**src/rtl/lfsr_led_fader.sv**
```systemverilog
// LED fader: accepts a 4-bit target brightness over valid/ready, ramps a PWM
// level toward it one step per STEP_PERIODS PWM periods, dwells, then asks for more.
module lfsr_led_fader #(
  parameter int unsigned STEP_PERIODS = 4,
  parameter int unsigned HOLD_PERIODS = 8
) (
  input  logic       clk,
  input  logic       rst,
  input  logic [3:0] sample,
  input  logic       sample_valid,
  output logic       sample_ready,
  output logic       led,
  output logic [3:0] level,
  output logic       busy
);

  localparam int unsigned STEP_W = (STEP_PERIODS > 1) ? $clog2(STEP_PERIODS) : 1;
  localparam int unsigned HOLD_W = (HOLD_PERIODS > 1) ? $clog2(HOLD_PERIODS) : 1;
  localparam logic [STEP_W-1:0] STEP_LAST = STEP_W'(STEP_PERIODS - 1);
  localparam logic [HOLD_W-1:0] HOLD_LAST = HOLD_W'(HOLD_PERIODS - 1);

  typedef enum logic [1:0] {
    S_WAIT,
    S_FADE,
    S_HOLD
  } state_e;

  state_e            state_q;
  logic [3:0]        pwm_cnt_q;
  logic [3:0]        pwm_cnt_d;
  logic              led_q;
  logic              led_d;
  logic [3:0]        level_q;
  logic [3:0]        target_q;
  logic [STEP_W-1:0] step_cnt_q;
  logic [HOLD_W-1:0] hold_cnt_q;
  logic              period_end;
  logic [3:0]        level_next;

  assign period_end = (pwm_cnt_q == 4'd15);
  assign pwm_cnt_d  = pwm_cnt_q + 4'd1;
  assign led_d      = (pwm_cnt_q < level_q);

  // FADE is only entered with level_q != target_q, so this never wraps.
  assign level_next = (target_q > level_q) ? level_q + 4'd1 : level_q - 4'd1;

  // NOTE: sequential state uses non-blocking assignments so every register
  // samples the pre-edge values of the others, independent of statement order.
  always_ff @(posedge clk) begin
    if (rst) begin
      pwm_cnt_q <= 4'd0;
      led_q     <= 1'b0;
    end else begin
      pwm_cnt_q <= pwm_cnt_d;
      led_q     <= led_d;
    end
  end

  always_ff @(posedge clk) begin
    if (rst) begin
      state_q    <= S_WAIT;
      level_q    <= 4'd0;
      target_q   <= 4'd0;
      step_cnt_q <= '0;
      hold_cnt_q <= '0;
    end else begin
      unique case (state_q)
        S_WAIT: begin
          if (sample_valid) begin
            target_q   <= sample;
            step_cnt_q <= '0;
            hold_cnt_q <= '0;
            state_q    <= (sample == level_q) ? S_HOLD : S_FADE;
          end
        end
        S_FADE: begin
          // Level moves only on a period boundary, so no PWM period is truncated.
          if (period_end) begin
            if (step_cnt_q == STEP_LAST) begin
              level_q    <= level_next;
              step_cnt_q <= '0;
              if (level_next == target_q) begin
                state_q    <= S_HOLD;
                hold_cnt_q <= '0;
              end
            end else begin
              step_cnt_q <= step_cnt_q + 1'b1;
            end
          end
        end
        S_HOLD: begin
          if (period_end) begin
            if (hold_cnt_q == HOLD_LAST) begin
              state_q <= S_WAIT;
            end else begin
              hold_cnt_q <= hold_cnt_q + 1'b1;
            end
          end
        end
        default: state_q <= S_WAIT;
      endcase
    end
  end

  assign sample_ready = (state_q == S_WAIT);
  assign busy         = (state_q != S_WAIT);
  assign led          = led_q;
  assign level        = level_q;

endmodule

```
**config.mk**
```make
export PLATFORM = sky130hd
export DESIGN_NAME = lfsr_led_fader
export DESIGN_NICKNAME = d
export VERILOG_FILES = /design/src/rtl/lfsr_led_fader.sv
export SDC_FILE = /design/constraint.sdc
export NUM_CORES = 1
export LEC_CHECK = 0
export ABC_AREA = 0
export BUFFER_PORTS_ARGS = -buffer_cell sky130_fd_sc_hd__clkbuf_2
export CAP_MARGIN = 25
export CORE_UTILIZATION = 36
export DETAILED_ROUTE_END_ITERATION = 8
export GPL_TIMING_DRIVEN = 0
export PLACE_DENSITY = 0.63
export SYNTH_ARGS = -nofsm -noshare
export SYNTH_HDL_FRONTEND = slang
export SYNTH_SLANG_ARGS = --single-unit
```
**constraint.sdc**
```tcl
create_clock -name clk -period 3.06 [get_ports clk]
set_input_delay 0.306 -clock clk [delete_from_list [all_inputs] [get_ports clk]]
set_output_delay 0.306 -clock clk [all_outputs]
set_load 0.01 [all_outputs]
```
==> After elaboration in Yosys (flattened, before gate mapping) <==
Index checks and enable logic that the tools add are counted.
W data, S select, Z words.
{ "word_totals": {"regBits": 20, "latch_bits": 0, "mem_bits_rw": 0, "mem_bits_ro": 0, "out_inout_bits": 7, "word_cells": 57, "n_memories": 0} }
{ "classes": {"addsub": 5, "multipliers": 0, "div_mod_pow": 0, "order_cmp": 2, "n_eq_ne": 14, "shift": 0, "muxes": 20, "n_bitwise": 0, "n_reduce_logical": 9} }
{ "op_table": {"columns": ["operator", "count"], "rows": [
  ["$mux W2", 10],
  ["$mux W3", 6],
  ["$ne A2 B2 Y1 const B", 7],
  ["$pmux W3 S3", 1],
  ["$add A4 B1 Y4 const B", 2],
  ["$eq A4 B4 Y1", 2],
  ["$reduce_and A7 Y1", 1],
  ["$pmux W2 S3", 1],
  ["$reduce_and A3 Y1", 2],
  ["$reduce_and A6 Y1", 1],
  ["$eq A2 B2 Y1 const B", 2],
  ["$eq A4 B4 Y1 const B", 1],
  ["$gt A4 B4 Y1", 1],
  ["$lt A4 B4 Y1", 1],
  ["$mux W4", 1],
  ["$pmux W2 S2", 1],
  ["$reduce_bool A2 Y1", 2],
  ["$sub A4 B1 Y4 const B", 1],
  ["$add A3 B1 Y3 const B", 1],
  ["$eq A3 B3 Y1 const B", 1],
  ["$reduce_bool A3 Y1", 1],
  ["$add A2 B1 Y2 const B", 1],
  ["$eq A2 B1 Y1 const B", 1],
  ["$logic_not A2 Y1", 1],
  ["$reduce_and A2 Y1", 1]
]} }

==> Depth between registers and ports, before layout <==
Gate-level depths: netlist of the first run.
{ "logic_depth": {"ltp_word": 7, "mapped_depth": 13, "depth_no_buf": 13} }

==> Worst setup path after synthesis of the first run <==
OpenSTA, ideal clock, no wires.
{ "synth_timing": {"kind": "register to register", "startpoint": "reg level_q[1], in the netlist level[1]", "endpoint": "reg hold_cnt_q[0]", "arrival_time_ns": 2.727, "required_ns": 2.933, "setup_slack_ns": 0.206, "path_stages_with_launch": 13, "n_path_buf": 0, "path_cell_list": "dfxtp_1 > inv_1 > ha_1 > nor2b_1 > o21ai_1 > a21oi_4 > fa_1 > xor2_1 > xor2_1 > nand4b_1 > a211oi_2 > a31oi_2 > mux2i_1"} }
{ "synth_between": {"elab_chain_cells": 5} }
{ "synth_rtl": {"columns": ["element", "line", "source"], "rows": [
  ["start, declared", "33", "logic [3:0] level_q;"],
  ["start signal, assigned", "80", "level_q <= level_next;"],
  ["$sub A4 B1 Y4 (tied with other cells)", "45", "assign level_next = (target_q > level_q) ? level_q + 4'd1 : level_q - 4'd1;"],
  ["$mux W4 *", "45", null],
  ["$eq A4 B4 Y1 *", "82", "if (level_next == target_q) begin"],
  ["$ne A2 B2 Y1 (no line) *", null, null],
  ["$reduce_and A7 Y1 (no line) *", null, null],
  ["end signal, assigned", "96", "hold_cnt_q <= hold_cnt_q + 1'b1;"],
  ["end, declared", "36", "logic [HOLD_W-1:0] hold_cnt_q;"]
]} }
Mark *: on every way between the ends. The rest lies on a longest branch, timed or not.
A chain may end at the register's enable or synchronous reset.

==> Final worst setup path of the first run <==
{ "layout_timing": {"startpoint": "reg level_q[1], in the netlist level[1]", "endpoint": "reg hold_cnt_q[1]"} }
The elaborated chain is that of the path after synthesis.

==> flow_summary.rst, run 1 <==
.. list-table::
   :header-rows: 1

   * - Metric
     - Value
   * - Number of levels in the clock H-tree
     - 1
   * - Core area
     - 0.00313 mm^2
   * - Post-route minimum period
     - 2.94 ns
   * - Buf+Inv Stages, Crit Path
     - 1
   * - Final critical-path share of the clock period
     - 0.962
   * - Total instance count after detailed placement
     - 197
   * - Maximum count of clock buffers along a single path
     - 2
   * - First-pass GRT wire length
     - 4220 um
   * - Post-synthesis xor/xnor area fraction
     - 0.106
   * - CTS tree
     - done
   * - Antenna fix cells
     - 0
   * - Hold Path Cell Cnt
     - 3
   * - Final global-route overflow total
     - 0
   * - Syn Nets
     - 161
   * - Flop and latch count out of synthesis
     - 20
   * - Adder-cell area share of the yosys netlist
     - 0.149
   * - Kind of start point of the critical path
     - register
   * - Via count of the first global-routing pass
     - 933
   * - Setup CP Type
     - reg2reg
   * - DR pass1 iterations
     - 5
   * - End of the worst register-to-register path
     - hold_cnt_q[1]
   * - Max Transition Viols Final
     - 0
   * - Layout area overhead
     - 18.1%
   * - Netlist area before placement
     - 0.00122 mm^2
   * - First-iteration detailed-routing DRC count
     - 40
   * - Total wire length
     - approximately 2700 um
   * - Power after layout
     - 560 uW
   * - Synthesis Warnings
     - 0
   * - Final cell count without fillers
     - 203
   * - Main combinational cell family by area after synthesis
     - simple AND/OR/NAND/NOR gates
   * - Combined global-route utilization of all metal layers
     - 0.157
   * - Number of failing setup endpoints in the final timing report
     - 0
   * - Post-synthesis share of cell area spent on and, or, nand and nor gates
     - 0.198
   * - Number of hold buffers added after cts
     - 0
   * - HP Class
     - in2reg
   * - Final routed wire length divided by cell count
     - 13.1 um
   * - Tightest Pin Transition
     - between 0.5 and 0.6 ns
   * - Post-DR vias/cell
     - about 5
   * - Final Hold Vio Count
     - 0
   * - List of most frequent post-synthesis cells
     - dfxtp_1, nor2_1, ha_1
   * - Die footprint
     - 0.00364 mm^2
   * - Number of sinks driven by the clock tree
     - 20
   * - Largest stage delay on the critical path
     - 0.41 ns
   * - Worst path slowest cell
     - fa_1
   * - Remaining max-slew budget at the tightest pin
     - 0.640
   * - Critical Path Sink Type
     - register
   * - Total half-perimeter wirelength after legalization and detailed placement
     - 2020 um
   * - # DRC
     - 0
   * - Final weighted congestion in routability-driven placement
     - ~0.83
   * - Complex-gate fraction of the synthesized area
     - 0.161
   * - Clock transition at the registers of the reported paths
     - about 0.13 ns
   * - Site Rows
     - 20
   * - Ranking of synthesized cells by area
     - dfxtp_1, ha_1, xor2_1
   * - Required time of the worst setup path
     - 3.26 ns
   * - Number of routed nets with antenna violations
     - 0
   * - Largest net degree at the start of global routing
     - 12
   * - Maximum clock skew at final layout
     - between 0.01 and 0.015 ns
   * - Worst-skew pair later-pin latency
     - 0.32 ns
   * - Die span in y
     - 60.3 um
   * - Largest area contributor in the netlist
     - dfxtp_1
   * - Arrival time of data at the critical path endpoint
     - 3.15 ns
   * - Setup slack on the worst flop-to-flop path
     - 0.12 ns
   * - Worst Reg2Reg Path Length in Cells
     - 12
   * - Critical Path, Cell by Cell
     - inv_1, ha_1, nor2b_1, o21ai_2, a21oi_4, fa_1, xor2_2, xor2_1, nand4b_1, a211oi_4, a31oi_4, mux2i_1
   * - Area share of the largest cell type after synthesis
     - 0.327
   * - Share of final-layout standard cells stronger than drive strength 1
     - 0.208
   * - Leak Pwr
     - 0.601 nW
   * - Pwr dens
     - 387 mW/mm^2
   * - Status
     - finished clean
   * - Min-delay src
     - sample[1]
   * - Clock buffer count from CTS
     - 3
   * - Synth Flop Type
     - dfxtp_1
   * - Number of antenna violations at the first check in global routing
     - 0
   * - CTS root buffer
     - clkbuf_4
   * - Number of ports placed on the die boundary
     - 14
   * - Share of flip-flops with an asynchronous set or reset
     - 0
   * - Max cap viols
     - 0
   * - Unique cell type count in the Yosys netlist
     - 36
   * - Top fanout value on the critical path
     - 5
   * - Hold EP
     - target_q[1]
   * - Register area share after synthesis
     - 0.327
   * - Critical path's top delay family
     - compound AO/OA/AOI/OAI gates
   * - Count of nets after finishing
     - 181
   * - Number of buffers added on ports
     - 13
   * - Highest Clock Rate
     - approximately 340 MHz
   * - Mux cell area share after synthesis
     - 0.0245
   * - Number of synthesized flops with an enable pin
     - 0
   * - Synthesized area divided by synthesized cell count
     - about 8.7 um^2
   * - Dominant cell by count in the synthesized netlist
     - dfxtp_1
   * - VDD IR-drop max
     - 0.126 mV
   * - Setup_tns
     - 0 ns
   * - FF-to-FF Start
     - level[1]
   * - Starting utilization of the core area
     - 0.391
   * - Chip width
     - roughly 60 um
   * - Number of vias after detailed routing
     - 1037
   * - Post-synthesis instance total
     - 140
[how the worst max path moves through the flow]
stage | from | end | slack [ns] | depth (start not counted)
floorplan | level[1] | hold_cnt_q[0] | 0.21 | 12
global placement | level[1] | hold_cnt_q[0] | -0.02 | 12
detailed placement | level[1] | hold_cnt_q[1] | -0.13 | 13
CTS | level[1] | hold_cnt_q[1] | 0.01 | 13
global route | level[1] | hold_cnt_q[1] | -0.04 | 12
finish | level[1] | hold_cnt_q[1] | 0.12 | 12
[area by class of cell]
type                            instances  area, um^2
Buffer                                  4        15.0
Inverter                                7        26.3
Tap cell                               44        55.1
Fill cell                             303        1680
Clock buffer                            4        36.3
Multi-Input combinational cell        109         822
Timing Repair Buffer                   15        80.1
Sequential cell                        20         410
[through the flow]
stage | utilization | hold WS, ns | worst slack (ns) | area [um^2]
after global routing | 0.462 | 0.245 | -0.0410 | 1450
after CTS | 0.442 | 0.243 | 0.0104 | 1380
after floorplan | - | 0.430 | 0.206 | 1220
final | 0.462 | 0.234 | 0.117 | 1450
after global placement | 0.430 | 0.446 | -0.0188 | 1340
after detailed placement | 0.430 | 0.454 | -0.126 | 1340
[worst min-delay path: stages]
cell and delay, ns:
clkbuf_2 0.10, nand3_1 0.06, a21oi_1 0.05
[per-layer routing]
layer / wire length, um / up-vias / track usage
li1: - / 524 / -
met1: 1260 / 481 / 0.212
met2: 1290 / 28 / 0.253
met3: 79 / 4 / 0.0195
met4: 27 / 0 / 0.0598
met5: 0 / - / 0
[sequential cells by signal (all words and copies together), names as in the netlist]
register    count
step_cnt_q      2
pwm_cnt_q       4
hold_cnt_q      3
level           4
target_q        4
led             1
state_q         2
[layout by cell type (no fill, tap or decap), types with 5 or more instances in the layout]
cell type,synthesis,layout
dfxtp_1,20,16
nor2_1,15,15
clkbuf_2,0,13
ha_1,13,12
a21oi_1,10,10
nand2_1,9,9
xor2_1,8,7
nand3_1,7,7
inv_1,5,5
xnor2_1,5,5
nand2b_1,5,5
[timing repair]
item | in CTS | in global routing
buffers inserted | 0 | 2
gates resized for setup | 3 | 9
setup endpoints to repair | 3 | 4
pin swaps | 1 | 4
[power breakdown]
| group | switching, mW | internal [mW] | total, mW |
|---|---|---|---|
| Sequential | 0.00814 | 0.268 | 0.276 |
| Clock | 0.0899 | 0.0727 | 0.163 |
| Combinational | 0.0667 | 0.0546 | 0.121 |
| Total | 0.165 | 0.395 | 0.560 |
[logic make-up (layout without fill, tap and decap cells)]
kind of cell / Yosys count / in the layout
DFF: 20 / 20
buffers and inverters: 11 / 30
adders and majority gates: 14 / 14
muxes: 3 / 3
xor gates and xnor gates: 14 / 14
and+or+nand+nor: 49 / 49
AOI/OAI and AO/OA: 29 / 29
Note: power is estimated with default switching activity, not from simulation.
==> run 2, diff against run 1 <==
==> constraint.sdc (replaced) <==
create_clock -name clk -period 3.1 [get_ports clk]
set_input_delay 0.31 -clock clk [delete_from_list [all_inputs] [get_ports clk]]
set_output_delay 0.31 -clock clk [all_outputs]
set_load 0.01 [all_outputs]
==> run 2 against run 1 <==
Global-route usage stayed put; sequential power about the same; utilization shrank 0.64 points; register-to-register slack improved by 0.02 ns; die area stayed put; first-iteration DRC count rose by 38%; combinational power is 7% lower; wire length fell by 2.6%; critical path type unchanged; largest power group unchanged; highest routed layer unchanged.
==> flow_summary.rst, run 2 (synthesis gave the netlist of run 1 again) <==
.. list-table::
   :header-rows: 1

   * - Metric
     - Value
   * - Status
     - finished clean (unchanged)
   * - Clock transition at the registers of the reported paths
     - 0.12 ns (was 0.13 ns)
   * - VDD IR-drop max
     - 0.124 mV (was 0.126 mV)
   * - Worst-case setup slack after placement
     - -0.0860 ns (was -0.126 ns)
   * - Required time of the worst setup path
     - 3.30 ns (was 3.26 ns)
   * - Worst Reg2Reg Path Length in Cells
     - 12 (unchanged)
   * - # DRC
     - 0 (unchanged)
   * - Arrival time of data at the critical path endpoint
     - 3.16 ns (was 3.15 ns)
   * - Worst-skew pair later-pin latency
     - 0.31 ns (was 0.32 ns)
   * - Post-route minimum period
     - 2.96 ns (was 2.94 ns)
   * - Max cap viols
     - 0 (unchanged)
   * - Largest stage delay on the critical path
     - 0.42 ns (was 0.41 ns)
   * - CTS tree
     - done (unchanged)
   * - Number of ports placed on the die boundary
     - 14 (unchanged)
   * - Die span in y
     - 60.3 um (unchanged)
   * - Min-delay src
     - sample[1] (unchanged)
   * - Starting utilization of the core area
     - 0.391 (unchanged)
   * - Clock buffer count from CTS
     - 3 (unchanged)
   * - Power after layout
     - 547 uW (was 560 uW)
   * - Maximum clock skew at final layout
     - 0.00780 ns (was 0.0105 ns)
   * - DR pass1 iterations
     - 4 (was 5)
   * - Via count of the first global-routing pass
     - 933 (unchanged)
   * - Critical Path, Cell by Cell
     - inv_1, ha_1, nor2b_1, o21ai_1, a21oi_4, fa_1, xor2_2, xor2_1, nand4b_1, a211oi_4, a31oi_4, mux2i_1 (was inv_1, ha_1, nor2b_1, o21ai_2, a21oi_4, fa_1, xor2_2, xor2_1, nand4b_1, a211oi_4, a31oi_4, mux2i_1)
   * - Remaining max-slew budget at the tightest pin
     - 0.647 (was 0.640)
   * - Number of levels in the clock H-tree
     - 1 (unchanged)
   * - Max Transition Viols Final
     - 0 (unchanged)
   * - Commonest non-fill, non-tap cells in the layout
     - dfxtp_1, nor2_1, ha_1, clkbuf_2, a21oi_1 (was dfxtp_1, nor2_1, clkbuf_2)
   * - Top fanout value on the critical path
     - 5 (unchanged)
   * - End of the worst register-to-register path
     - hold_cnt_q[1] (unchanged)
   * - Hold Path Cell Cnt
     - 3 (unchanged)
   * - Most frequent standard cell in the layout excluding fill and tap cells
     - dfxtp_1 (unchanged)
   * - FF-to-FF Start
     - level[1] (unchanged)
   * - Site Rows
     - 20 (unchanged)
   * - First-iteration detailed-routing DRC count
     - 55 (was 40)
   * - Met3 track demand over resource in global routing
     - 0.0195 (unchanged)
   * - Maximum count of clock buffers along a single path
     - 2 (unchanged)
   * - Critical Path Sink Type
     - register (unchanged)
   * - Final critical-path share of the clock period
     - 0.954 (was 0.962)
   * - Chip width
     - 60.3 um (unchanged)
   * - Antenna fix cells
     - 0 (unchanged)
   * - Number of buffers added on ports
     - 13 (unchanged)
   * - Final routed wire length divided by cell count
     - 12.8 um (was 13.1 um)
   * - Count of nets after finishing
     - 181 (unchanged)
   * - First-pass GRT wire length
     - 4220 um (unchanged)
   * - Largest net degree at the start of global routing
     - 12 (unchanged)
   * - Worst path slowest cell
     - fa_1 (unchanged)
   * - Hold EP
     - target_q[1] (unchanged)
   * - Number of sinks driven by the clock tree
     - 20 (unchanged)
   * - Tightest Pin Transition
     - 0.524 ns (was 0.535 ns)
   * - Total half-perimeter wirelength after legalization and detailed placement
     - 2020 um (unchanged)
   * - Number of failing setup endpoints in the final timing report
     - 0 (unchanged)
   * - M1 GR Usage
     - 0.212 (unchanged)
   * - Post-DR vias/cell
     - 5.06 (was 5.11)
   * - Most used routing layer in global routing
     - met2 (unchanged)
   * - Highest Clock Rate
     - 338 MHz (was 340 MHz)
   * - Number of hold buffers added after cts
     - 0 (unchanged)
   * - Layout area overhead
     - 16.5% (was 18.1%)
   * - Share of the core filled with cells
     - 0.456 (was 0.462)
   * - Pwr dens
     - 384 mW/mm^2 (was 387 mW/mm^2)
   * - Number of vias after detailed routing
     - 1027 (was 1037)
   * - Die footprint
     - 0.00364 mm^2 (unchanged)
   * - Total wire length
     - 2590 um (was 2660 um)
   * - Combined global-route utilization of all metal layers
     - 0.157 (unchanged)
   * - CTS root buffer
     - clkbuf_4 (unchanged)
   * - Share of final-layout standard cells stronger than drive strength 1
     - 0.189 (was 0.208)
   * - Kind of start point of the critical path
     - register (unchanged)
   * - Core area
     - 0.00313 mm^2 (unchanged)
   * - Final weighted congestion in routability-driven placement
     - 0.833 (unchanged)
   * - Least setup slack across all paths after layout
     - 0.142 ns (was 0.117 ns)
   * - Setup slack on the worst flop-to-flop path
     - 0.14 ns (was 0.12 ns)
   * - Leak Pwr
     - 0.598 nW (was 0.601 nW)
   * - Final Hold Vio Count
     - 0 (unchanged)
   * - Standard cell area after detailed placement
     - 0.00134 mm^2 (unchanged)
   * - GR Layer Usage met2
     - 0.253 (unchanged)
   * - Final global-route overflow total
     - 0 (unchanged)
   * - Final instance area
     - 0.00143 mm^2 (was 0.00145 mm^2)
   * - Number of routed nets with antenna violations
     - 0 (unchanged)
   * - Setup CP Type
     - reg2reg (unchanged)
   * - HP Class
     - in2reg (unchanged)
   * - Number of antenna violations at the first check in global routing
     - 0 (unchanged)
-- run 2: worst max path at each step --
| stage | start | end | slack (ns) |
|---|---|---|---|
| 6_report | level[1] | hold_cnt_q[1] | 0.14 |
| 5_1_grt | level[2] | hold_cnt_q[1] | -0.03 |
| 4_1_cts | level[1] | hold_cnt_q[1] | 0.001 |
| 3_5_place_dp | level[1] | hold_cnt_q[1] | -0.09 |
| 3_3_place_gp | level[1] | hold_cnt_q[0] | 0.02 |
| 2_1_floorplan | level[1] | hold_cnt_q[0] | 0.25 |
-- run 2: what timing repair did --
action | 4_1_cts | 5_1_grt
buffers inserted | 0 | 2
gates resized for setup | 3 | 4
setup endpoints to repair | 3 | 4
pin swaps | 0 | 2
-- run 2: stage by stage --
step / cells / hold WS [ns] / setup TNS (ns)
2_1_floorplan: 140 / 0.430 / 0
3_3_place_gp: 197 / 0.446 / 0
3_5_place_dp: 197 / 0.454 / -0.233
4_1_cts: 201 / 0.247 / 0
5_1_grt: 203 / 0.249 / -0.0283
6_report: 203 / 0.240 / 0
-- run 2: cell type report --
| type | count | area, um^2 |
|---|---|---|
| fillers | 305 | 1700 |
| flip-flops and latches | 20 | 407 |
| well taps | 44 | 55.1 |
| repair buffers | 15 | 80.1 |
| inverters | 7 | 26.3 |
| multi-input cells | 109 | 806 |
| plain buffers | 4 | 15.0 |
| clock buffers | 4 | 36.3 |
-- run 2: worst max-delay path, delay by kind of cell, from the launching register on --
family,cells,cell delay (ns)
AOI/OAI and AO/OA,4,0.74
xor gates and xnor gates,2,0.41
adders and majority gates,2,0.73
buffers and inverters,1,0.09
DFF,1,0.40
muxes,1,0.15
and+or+nand+nor,2,0.31
-- run 2: power by group --
part	leakage (nW)	total, mW	internal (mW)	switching [mW]
clock network	0.0210	0.160	0.0718	0.0885
logic	0.412	0.113	0.0502	0.0630
registers	0.165	0.273	0.265	0.00804
total	0.598	0.547	0.387	0.160
-- run 2: layer usage --
metal  part of all wire  up-vias
met2               0.48       16
li1                   -      526
met3              0.019        4
met4              0.015        0
met5                  0        -
met1               0.48      481
